**src/rtl/svreal_sched_pkg.sv**
```systemverilog
// Shared types and elaboration-time helpers for the svreal multiplier scheduler.
// The rescale helper turns the three fixed-point exponents into a shift direction and amount.
package svreal_sched_pkg;

  typedef struct packed {
    logic       right;
    logic [7:0] amt;
  } shift_t;

  function automatic int clog2_min1(input int n);
    int r;
    r = 0;
    while ((1 << r) < n) r = r + 1;
    return (r < 1) ? 1 : r;
  endfunction

  // right=1: arithmetic right shift (coarser output LSB); right=0: left shift.
  function automatic shift_t rescale_shift(input int a_exp, input int b_exp, input int c_exp);
    shift_t s;
    int     p;
    p = a_exp + b_exp;
    if (c_exp >= p) begin
      s.right = 1'b1;
      s.amt   = 8'(c_exp - p);
    end else begin
      s.right = 1'b0;
      s.amt   = 8'(p - c_exp);
    end
    return s;
  endfunction

endpackage

```
**src/rtl/svreal_mul_sched_if.sv**
```systemverilog
// Requester and response bundle of the shared multiplier scheduler.
// Handshake: a transfer happens in any cycle where valid && ready; valid never waits on ready.
interface svreal_mul_sched_if #(
  parameter int N_REQ   = 4,
  parameter int A_WIDTH = 16,
  parameter int B_WIDTH = 17,
  parameter int C_WIDTH = 18,
  parameter int ID_W    = svreal_sched_pkg::clog2_min1(N_REQ)
);
  logic [N_REQ-1:0]         req_valid;
  logic [N_REQ-1:0]         req_ready;
  logic [N_REQ*A_WIDTH-1:0] req_a;
  logic [N_REQ*B_WIDTH-1:0] req_b;
  logic                     rsp_valid;
  logic                     rsp_ready;
  logic [ID_W-1:0]          rsp_id;
  logic [C_WIDTH-1:0]       rsp_c;

  modport slave (
    input  req_valid, req_a, req_b, rsp_ready,
    output req_ready, rsp_valid, rsp_id, rsp_c
  );

  modport master (
    output req_valid, req_a, req_b, rsp_ready,
    input  req_ready, rsp_valid, rsp_id, rsp_c
  );
endinterface

```
**src/rtl/svreal_rr_arbiter.sv**
```systemverilog
// Round-robin arbiter: grants the first requester at or after ptr, wrapping around.
// ptr moves past the winner only when the grant is actually taken (en).
module svreal_rr_arbiter
  import svreal_sched_pkg::*;
#(
  parameter  int N_REQ = 4,
  localparam int ID_W  = clog2_min1(N_REQ)
) (
  input  logic             clk,
  input  logic             rst,
  input  logic [N_REQ-1:0] req,
  input  logic             en,
  output logic [N_REQ-1:0] grant,
  output logic [ID_W-1:0]  grant_id
);

  logic [ID_W-1:0] ptr_q, ptr_d;
  logic            found;

  // Scanning indices ptr..2N-1 modulo N visits ptr..N-1 then 0..ptr-1.
  always_comb begin
    found    = 1'b0;
    grant_id = '0;
    for (int k = 0; k < 2 * N_REQ; k++) begin
      if (!found && (k >= int'(ptr_q)) && req[k % N_REQ]) begin
        found    = 1'b1;
        grant_id = ID_W'(k % N_REQ);
      end
    end
    grant = '0;
    for (int i = 0; i < N_REQ; i++) begin
      grant[i] = found && (grant_id == ID_W'(i));
    end
  end

  always_comb begin
    ptr_d = ptr_q;
    if (en && found) begin
      ptr_d = (grant_id == ID_W'(N_REQ - 1)) ? '0 : grant_id + ID_W'(1);
    end
  end

  always_ff @(posedge clk or posedge rst) begin
    if (rst) ptr_q <= '0;
    else     ptr_q <= ptr_d;
  end

endmodule

```
**src/rtl/svreal_mul_sched.sv**
```systemverilog
// Shares one two-stage fixed-point multiplier between N_REQ requesters.
// Stage 1 holds the granted operands; stage 2 holds the rescaled product and drives the response.
module svreal_mul_sched
  import svreal_sched_pkg::*;
#(
  parameter int N_REQ      = 4,
  parameter int A_WIDTH    = 16,
  parameter int A_EXPONENT = -8,
  parameter int B_WIDTH    = 17,
  parameter int B_EXPONENT = -9,
  parameter int C_WIDTH    = 18,
  parameter int C_EXPONENT = -10
) (
  input logic               clk,
  input logic               rst,
  svreal_mul_sched_if.slave bus
);

  localparam int     ID_W = clog2_min1(N_REQ);
  localparam int     PW   = A_WIDTH + B_WIDTH;
  localparam int     EW   = PW + C_WIDTH;
  localparam shift_t SH   = rescale_shift(A_EXPONENT, B_EXPONENT, C_EXPONENT);

  logic               en;
  logic               hs;
  logic [N_REQ-1:0]   grant;
  logic [ID_W-1:0]    grant_id;
  logic [A_WIDTH-1:0] sel_a;
  logic [B_WIDTH-1:0] sel_b;

  logic               s1_valid_q, s1_valid_d;
  logic [ID_W-1:0]    s1_id_q, s1_id_d;
  logic [A_WIDTH-1:0] s1_a_q, s1_a_d;
  logic [B_WIDTH-1:0] s1_b_q, s1_b_d;
  logic               rsp_valid_q, rsp_valid_d;
  logic [ID_W-1:0]    rsp_id_q, rsp_id_d;
  logic [C_WIDTH-1:0] rsp_c_q, rsp_c_d;

  logic signed [PW-1:0] a_ext, b_ext, prod;
  logic signed [EW-1:0] prod_ext, scaled;

  assign en = !rsp_valid_q || bus.rsp_ready;

  svreal_rr_arbiter #(.N_REQ(N_REQ)) u_arb (
    .clk      (clk),
    .rst      (rst),
    .req      (bus.req_valid),
    .en       (en),
    .grant    (grant),
    .grant_id (grant_id)
  );

  assign bus.req_ready = (en && !rst) ? grant : '0;
  assign hs            = |bus.req_ready;

  always_comb begin
    sel_a = bus.req_a[int'(grant_id) * A_WIDTH +: A_WIDTH];
    sel_b = bus.req_b[int'(grant_id) * B_WIDTH +: B_WIDTH];
  end

  // Sign-extend before multiplying so the full-width product is exact, then
  // widen again so a left shift keeps the bits that land in the C window.
  always_comb begin
    a_ext    = {{B_WIDTH{s1_a_q[A_WIDTH-1]}}, s1_a_q};
    b_ext    = {{A_WIDTH{s1_b_q[B_WIDTH-1]}}, s1_b_q};
    prod     = a_ext * b_ext;
    prod_ext = {{C_WIDTH{prod[PW-1]}}, prod};
    scaled   = SH.right ? (prod_ext >>> SH.amt) : (prod_ext << SH.amt);
  end

  always_comb begin
    s1_valid_d  = s1_valid_q;
    s1_id_d     = s1_id_q;
    s1_a_d      = s1_a_q;
    s1_b_d      = s1_b_q;
    rsp_valid_d = rsp_valid_q;
    rsp_id_d    = rsp_id_q;
    rsp_c_d     = rsp_c_q;
    if (en) begin
      s1_valid_d  = hs;
      s1_id_d     = grant_id;
      s1_a_d      = sel_a;
      s1_b_d      = sel_b;
      rsp_valid_d = s1_valid_q;
      rsp_id_d    = s1_id_q;
      rsp_c_d     = scaled[C_WIDTH-1:0];
    end
  end

  always_ff @(posedge clk or posedge rst) begin
    if (rst) begin
      s1_valid_q  <= 1'b0;
      s1_id_q     <= '0;
      s1_a_q      <= '0;
      s1_b_q      <= '0;
      rsp_valid_q <= 1'b0;
      rsp_id_q    <= '0;
      rsp_c_q     <= '0;
    end else begin
      s1_valid_q  <= s1_valid_d;
      s1_id_q     <= s1_id_d;
      s1_a_q      <= s1_a_d;
      s1_b_q      <= s1_b_d;
      rsp_valid_q <= rsp_valid_d;
      rsp_id_q    <= rsp_id_d;
      rsp_c_q     <= rsp_c_d;
    end
  end

  assign bus.rsp_valid = rsp_valid_q;
  assign bus.rsp_id    = rsp_id_q;
  assign bus.rsp_c     = rsp_c_q;

endmodule
```
**src/flat_wrapper.sv**
```systemverilog
// flat-port wrapper written by rule: the top's interface ports become plain ports
module svreal_mul_sched_flat import svreal_sched_pkg::*;
#(
  parameter int N_REQ      = 4,
  parameter int A_WIDTH    = 16,
  parameter int A_EXPONENT = -8,
  parameter int B_WIDTH    = 17,
  parameter int B_EXPONENT = -9,
  parameter int C_WIDTH    = 18,
  parameter int C_EXPONENT = -10
)
  (clk, rst, bus_req_valid, bus_req_a, bus_req_b, bus_rsp_ready, bus_req_ready, bus_rsp_valid, bus_rsp_id, bus_rsp_c);
  svreal_mul_sched_if #(.N_REQ(N_REQ), .A_WIDTH(A_WIDTH), .B_WIDTH(B_WIDTH), .C_WIDTH(C_WIDTH)) bus_i ();
  input logic clk;
  input logic rst;
  input wire logic [$bits(bus_i.req_valid)-1:0] bus_req_valid;
  input wire logic [$bits(bus_i.req_a)-1:0] bus_req_a;
  input wire logic [$bits(bus_i.req_b)-1:0] bus_req_b;
  input wire logic [$bits(bus_i.rsp_ready)-1:0] bus_rsp_ready;
  output wire logic [$bits(bus_i.req_ready)-1:0] bus_req_ready;
  output wire logic [$bits(bus_i.rsp_valid)-1:0] bus_rsp_valid;
  output wire logic [$bits(bus_i.rsp_id)-1:0] bus_rsp_id;
  output wire logic [$bits(bus_i.rsp_c)-1:0] bus_rsp_c;
  assign bus_i.req_valid = bus_req_valid;
  assign bus_i.req_a = bus_req_a;
  assign bus_i.req_b = bus_req_b;
  assign bus_i.rsp_ready = bus_rsp_ready;
  assign bus_req_ready = bus_i.req_ready;
  assign bus_rsp_valid = bus_i.rsp_valid;
  assign bus_rsp_id = bus_i.rsp_id;
  assign bus_rsp_c = bus_i.rsp_c;
  svreal_mul_sched #(.N_REQ(N_REQ), .A_WIDTH(A_WIDTH), .A_EXPONENT(A_EXPONENT), .B_WIDTH(B_WIDTH), .B_EXPONENT(B_EXPONENT), .C_WIDTH(C_WIDTH), .C_EXPONENT(C_EXPONENT)) u_core (.clk(clk), .rst(rst), .bus(bus_i));
endmodule
```
**config.mk**
```make
export PLATFORM = sky130hd
export DESIGN_NAME = svreal_mul_sched_flat
export DESIGN_NICKNAME = d
export VERILOG_FILES = /design/src/rtl/svreal_sched_pkg.sv /design/src/rtl/svreal_mul_sched_if.sv /design/src/rtl/svreal_rr_arbiter.sv /design/src/rtl/svreal_mul_sched.sv /design/src/flat_wrapper.sv
export SDC_FILE = /design/constraint.sdc
export NUM_CORES = 1
export LEC_CHECK = 0
export CAP_MARGIN = 15
export CORE_MARGIN = 3
export CORE_UTILIZATION = 35
export DETAILED_ROUTE_END_ITERATION = 6
export PLACE_DENSITY = 0.53
export REMOVE_ABC_BUFFERS = 1
export SYNTH_ARGS = -nofsm -noshare
export SYNTH_HDL_FRONTEND = slang
export SYNTH_SLANG_ARGS = --single-unit
```
**constraint.sdc**
```tcl
create_clock -name clk -period 10.69 [get_ports clk]
set_input_delay 2.6725 -clock clk [delete_from_list [all_inputs] [get_ports clk]]
set_output_delay 2.6725 -clock clk [all_outputs]
set_load 0.01 [all_outputs]
```
==> summary.txt <==
GRT
  – Gr ovfl total: 0
  – GR Util met1: about a quarter
  – Vias in the first global route: between 9000 and 10000
  – GRT met2 Usage: 30.6%
  – Pin count of the biggest net entering global routing: slightly above 80
  – First-pass GRT wire length: 49900 um
  – Busiest metal layer after global routing: met2
  – Initial antenna violation count: 0
  – Total track usage: 18.7%
  – M3 GR Usage: under 10%

Placed design
  – Dpl hpwl: 22900 um
  – # port buffers: between 150 and 200
  – Routability cong.: 0.822
  – Place WS: 2.65 ns
  – Area post-placement: approximately 0.013 mm^2

Yosys
  – Seq cells post-synth: roughly 60
  – Unique masters post-synth: 48
  – Post-Syn Area: 0.0112 mm^2
  – Async SR Flop Fraction: 100%
  – Ys Warns: 0
  – Mean Syn Cell Area: 8.17 um^2
  – Synth Instances: 1376
  – Seq/Total Area, Yosys: between 10% and 20%
  – Primary FF master, synth: dfrtp_1
  – Number of flops mapped to enable cells by yosys: 0

Timing
  – Fin. max-slew vios: 0
  – Slew HR: 35.9%
  – Period minus WS final: 8.02 ns
  – Unrepaired setup endpoints after global routing: no
  – Final setup margin: 2.67 ns
  – Worst Clk Skew: around 0.017 ns
  – Setup TNS: 0 ns
  – Final hold violations: 0
  – Endpoints failing setup: 0
  – Final period util: 75.1%
  – Worst-Margin Slew: 0.959 ns
  – Fmax achieved: approximately 0.12 GHz

Clocking
  – CTS H-tree lvls: 3
  – Clock Pin Slew Worst Setup and Hold Paths: 0.06 ns
  – # hold bufs at CTS: 0
  – Clock tree buffer depth: 2
  – CTS tree: yes
  – CTS Buf Count: 9
  – Clk sinks: 59
  – Post_cts resized: 0
  – Worst skew pair latency: 0.36 ns
  – Post-CTS setup buffer count: 0
  – Root Driver: clkbuf_16

Layout
  – Layout cell share with drive strength beyond 1: 2.81%
  – Finished Cell Area: 0.0135 mm^2
  – Fillcell total: 3180
  – Final net count: about 1900
  – Area Growth Syn to Fin: 19.9%
  – Sequential cell area: 0.00148 mm^2
  – Commonest cells after routing, fill and taps aside: nand2_1 (332), inv_1 (264), fa_1 (200)
  – Multi-input gate area: roughly 0.0085 mm^2
  – Most common cell after layout, fill and taps aside: nand2_1

Worst setup path
  – Required @ worst endpoint: between 8 and 9 ns
  – Worst path buffer plus inverter count: 4
  – Critical path cell sequence: clkdlybuf4s50_1 -> inv_1 -> nor2_1 -> a21oi_1 -> nor2_1 -> a211oi_4 -> inv_1 -> ha_1 -> and2_1 -> clkdlybuf4s50_1
  – Crit end category: output port
  – Critical path's slowest cell: a211oi_4
  – Crit Path Category: primary input to output port
  – CP top delay family: buffers and inverters
  – Crit Path Max Fanout: 28
  – CP arrival: 5.35 ns
  – CP max stage delay: 0.81 ns
  – CP startpoint kind: primary input

Route
  – Drc violations: 0
  – Pre-antenna DRT Iters: 5
  – Initial DRC Count: 323
  – DR vias: 8893
  – Post-route ant nets: 0
  – DR WL/cell: 15.8 um
  – Final wirelength: between 20000 and 30000 um
  – Vias/cell: 4.70

Die
  – Row cnt: 64
  – I/O pin cnt: about 160
  – Initial Util: 36.1%
  – Core Box Area: around 0.031 mm^2
  – Die Area: 0.0343 mm^2
  – Die Wd: 185 um
  – Die H: 185 um

Run
  – Max-cap violations: 0

Worst hold path
  – Tightest Hold Check Type: register to register

Outcome
  – Status: complete, no violations
## routing by layer
layer,wire (um),up-vias
li1,-,4322
met1,13700,4318
met2,13900,226
met3,1870,27
met4,518,0
met5,0,-
## registers in the layout, indices dropped and copies added, names as in the netlist
signal                cells
u_core.s1_id_q            2
u_core.s1_a_q            16
u_core.s1_valid_q         1
u_core.s1_b_q            17
u_core.bus.rsp_valid      1
u_core.bus.rsp_c         18
u_core.bus.rsp_id         2
u_core.u_arb.ptr_q        2
## final cells by class
cell class                 count  share of cell area [%]
timing repair buffer         172                    12.6
multi-input combinational    982                    63.2
clock inverter                 5                   0.279
antenna                        1                  0.0186
clock buffer                  11                    1.80
tap                          396                    3.68
inverter                     267                    7.44
sequential                    59                    11.0
## per-stage QoR
| stage | std cells | utilization, % | hold slack, ns |
|---|---|---|---|
| after floorplan | 1308 | - | 0.430 |
| after CTS | 1892 | 43.2 | 0.459 |
| after global routing | 1892 | 43.2 | 0.494 |
| after global placement | 1876 | 42.3 | 0.443 |
| final | 1893 | 43.3 | 0.455 |
| after detailed placement | 1876 | 42.3 | 0.444 |
## path summary, 6_finish.rpt
| kind | startpoint | end | slack [ns] | cells past startpoint |
|---|---|---|---|---|
| setup reg to reg | u_core.s1_a_q[8]$_DFFE_PP0N_ | u_core.bus.rsp_c[16]$_DFFE_PP0N_ | 4.24 | 21 |
| hold / removal | u_core.s1_valid_q$_DFFE_PP0N_ | u_core.s1_valid_q$_DFFE_PP0N_ | 0.45 | 2 |
| min in group asynchronous | rst | u_core.u_arb.ptr_q[0]$_DFFE_PP0P_ | 2.92 | 3 |
| setup / recovery | bus_req_valid[0] | bus_req_ready[0] | 2.67 | 10 |
| max in group asynchronous | rst | u_core.bus.rsp_c[8]$_DFFE_PP0N_ | 7.19 | 3 |
| hold reg to reg | u_core.s1_valid_q$_DFFE_PP0N_ | u_core.s1_valid_q$_DFFE_PP0N_ | 0.45 | 2 |
## cell usage after synthesis, types with 2 or more instances
master    count  area, um^2
a21oi_1      24         120
a21oi_2       3        26.3
and2_1      129         807
and3_1        2        12.5
buf_2         7        35.0
clkbuf_1     58         218
dfrtp_1      59        1480
fa_1        200        4000
ha_1         76         951
inv_1       265         995
mux2_2        2        22.5
nand2_1     332        1250
nand2b_1      5        31.3
nand3_1      37         185
nand4_1       2        12.5
nor2_1       26        97.6
nor2b_1       2        12.5
nor3_1        3        15.0
nor4_1        3        18.8
o21ai_0      69         345
o21ai_1       4        20.0
o21bai_1      2        15.0
o22ai_1       2        12.5
o41ai_1       2        17.5
or3_1         3        18.8
xnor2_1      30         263
xor2_1        8        70.1
## kinds of logic (layout without fill, tap and decap cells)
group | count (synthesis) | in the layout | share of synthesized area [%]
DFF | 59 | 59 | 13.1
buffers and inverters | 335 | 455 | 11.3
other | 0 | 1 | 0
muxes | 2 | 2 | 0.200
AOI/OAI and AO/OA | 119 | 119 | 6.12
adders and majority gates | 276 | 276 | 44.1
and+or+nand+nor | 547 | 547 | 22.2
xor gates and xnor gates | 38 | 38 | 2.96
## worst register-to-register path: stages (launching register included)
cell      delay [ns]
dfrtp_1         0.92
nand2_1         0.20
fa_1            0.54
inv_1           0.05
fa_1            0.50
inv_1           0.05
fa_1            0.53
inv_1           0.05
fa_1            0.45
fa_1            0.49
inv_1           0.05
fa_1            0.47
inv_1           0.04
ha_1            0.33
nand2_1         0.09
nor3_1          0.36
a221oi_2        0.13
o211ai_2        0.39
a211o_1         0.26
nand2_1         0.08
xnor2_1         0.12
mux2_2          0.25
Power is not shown: default switching activity piles up to over one toggle a cycle in this logic, so the estimate is an artifact.
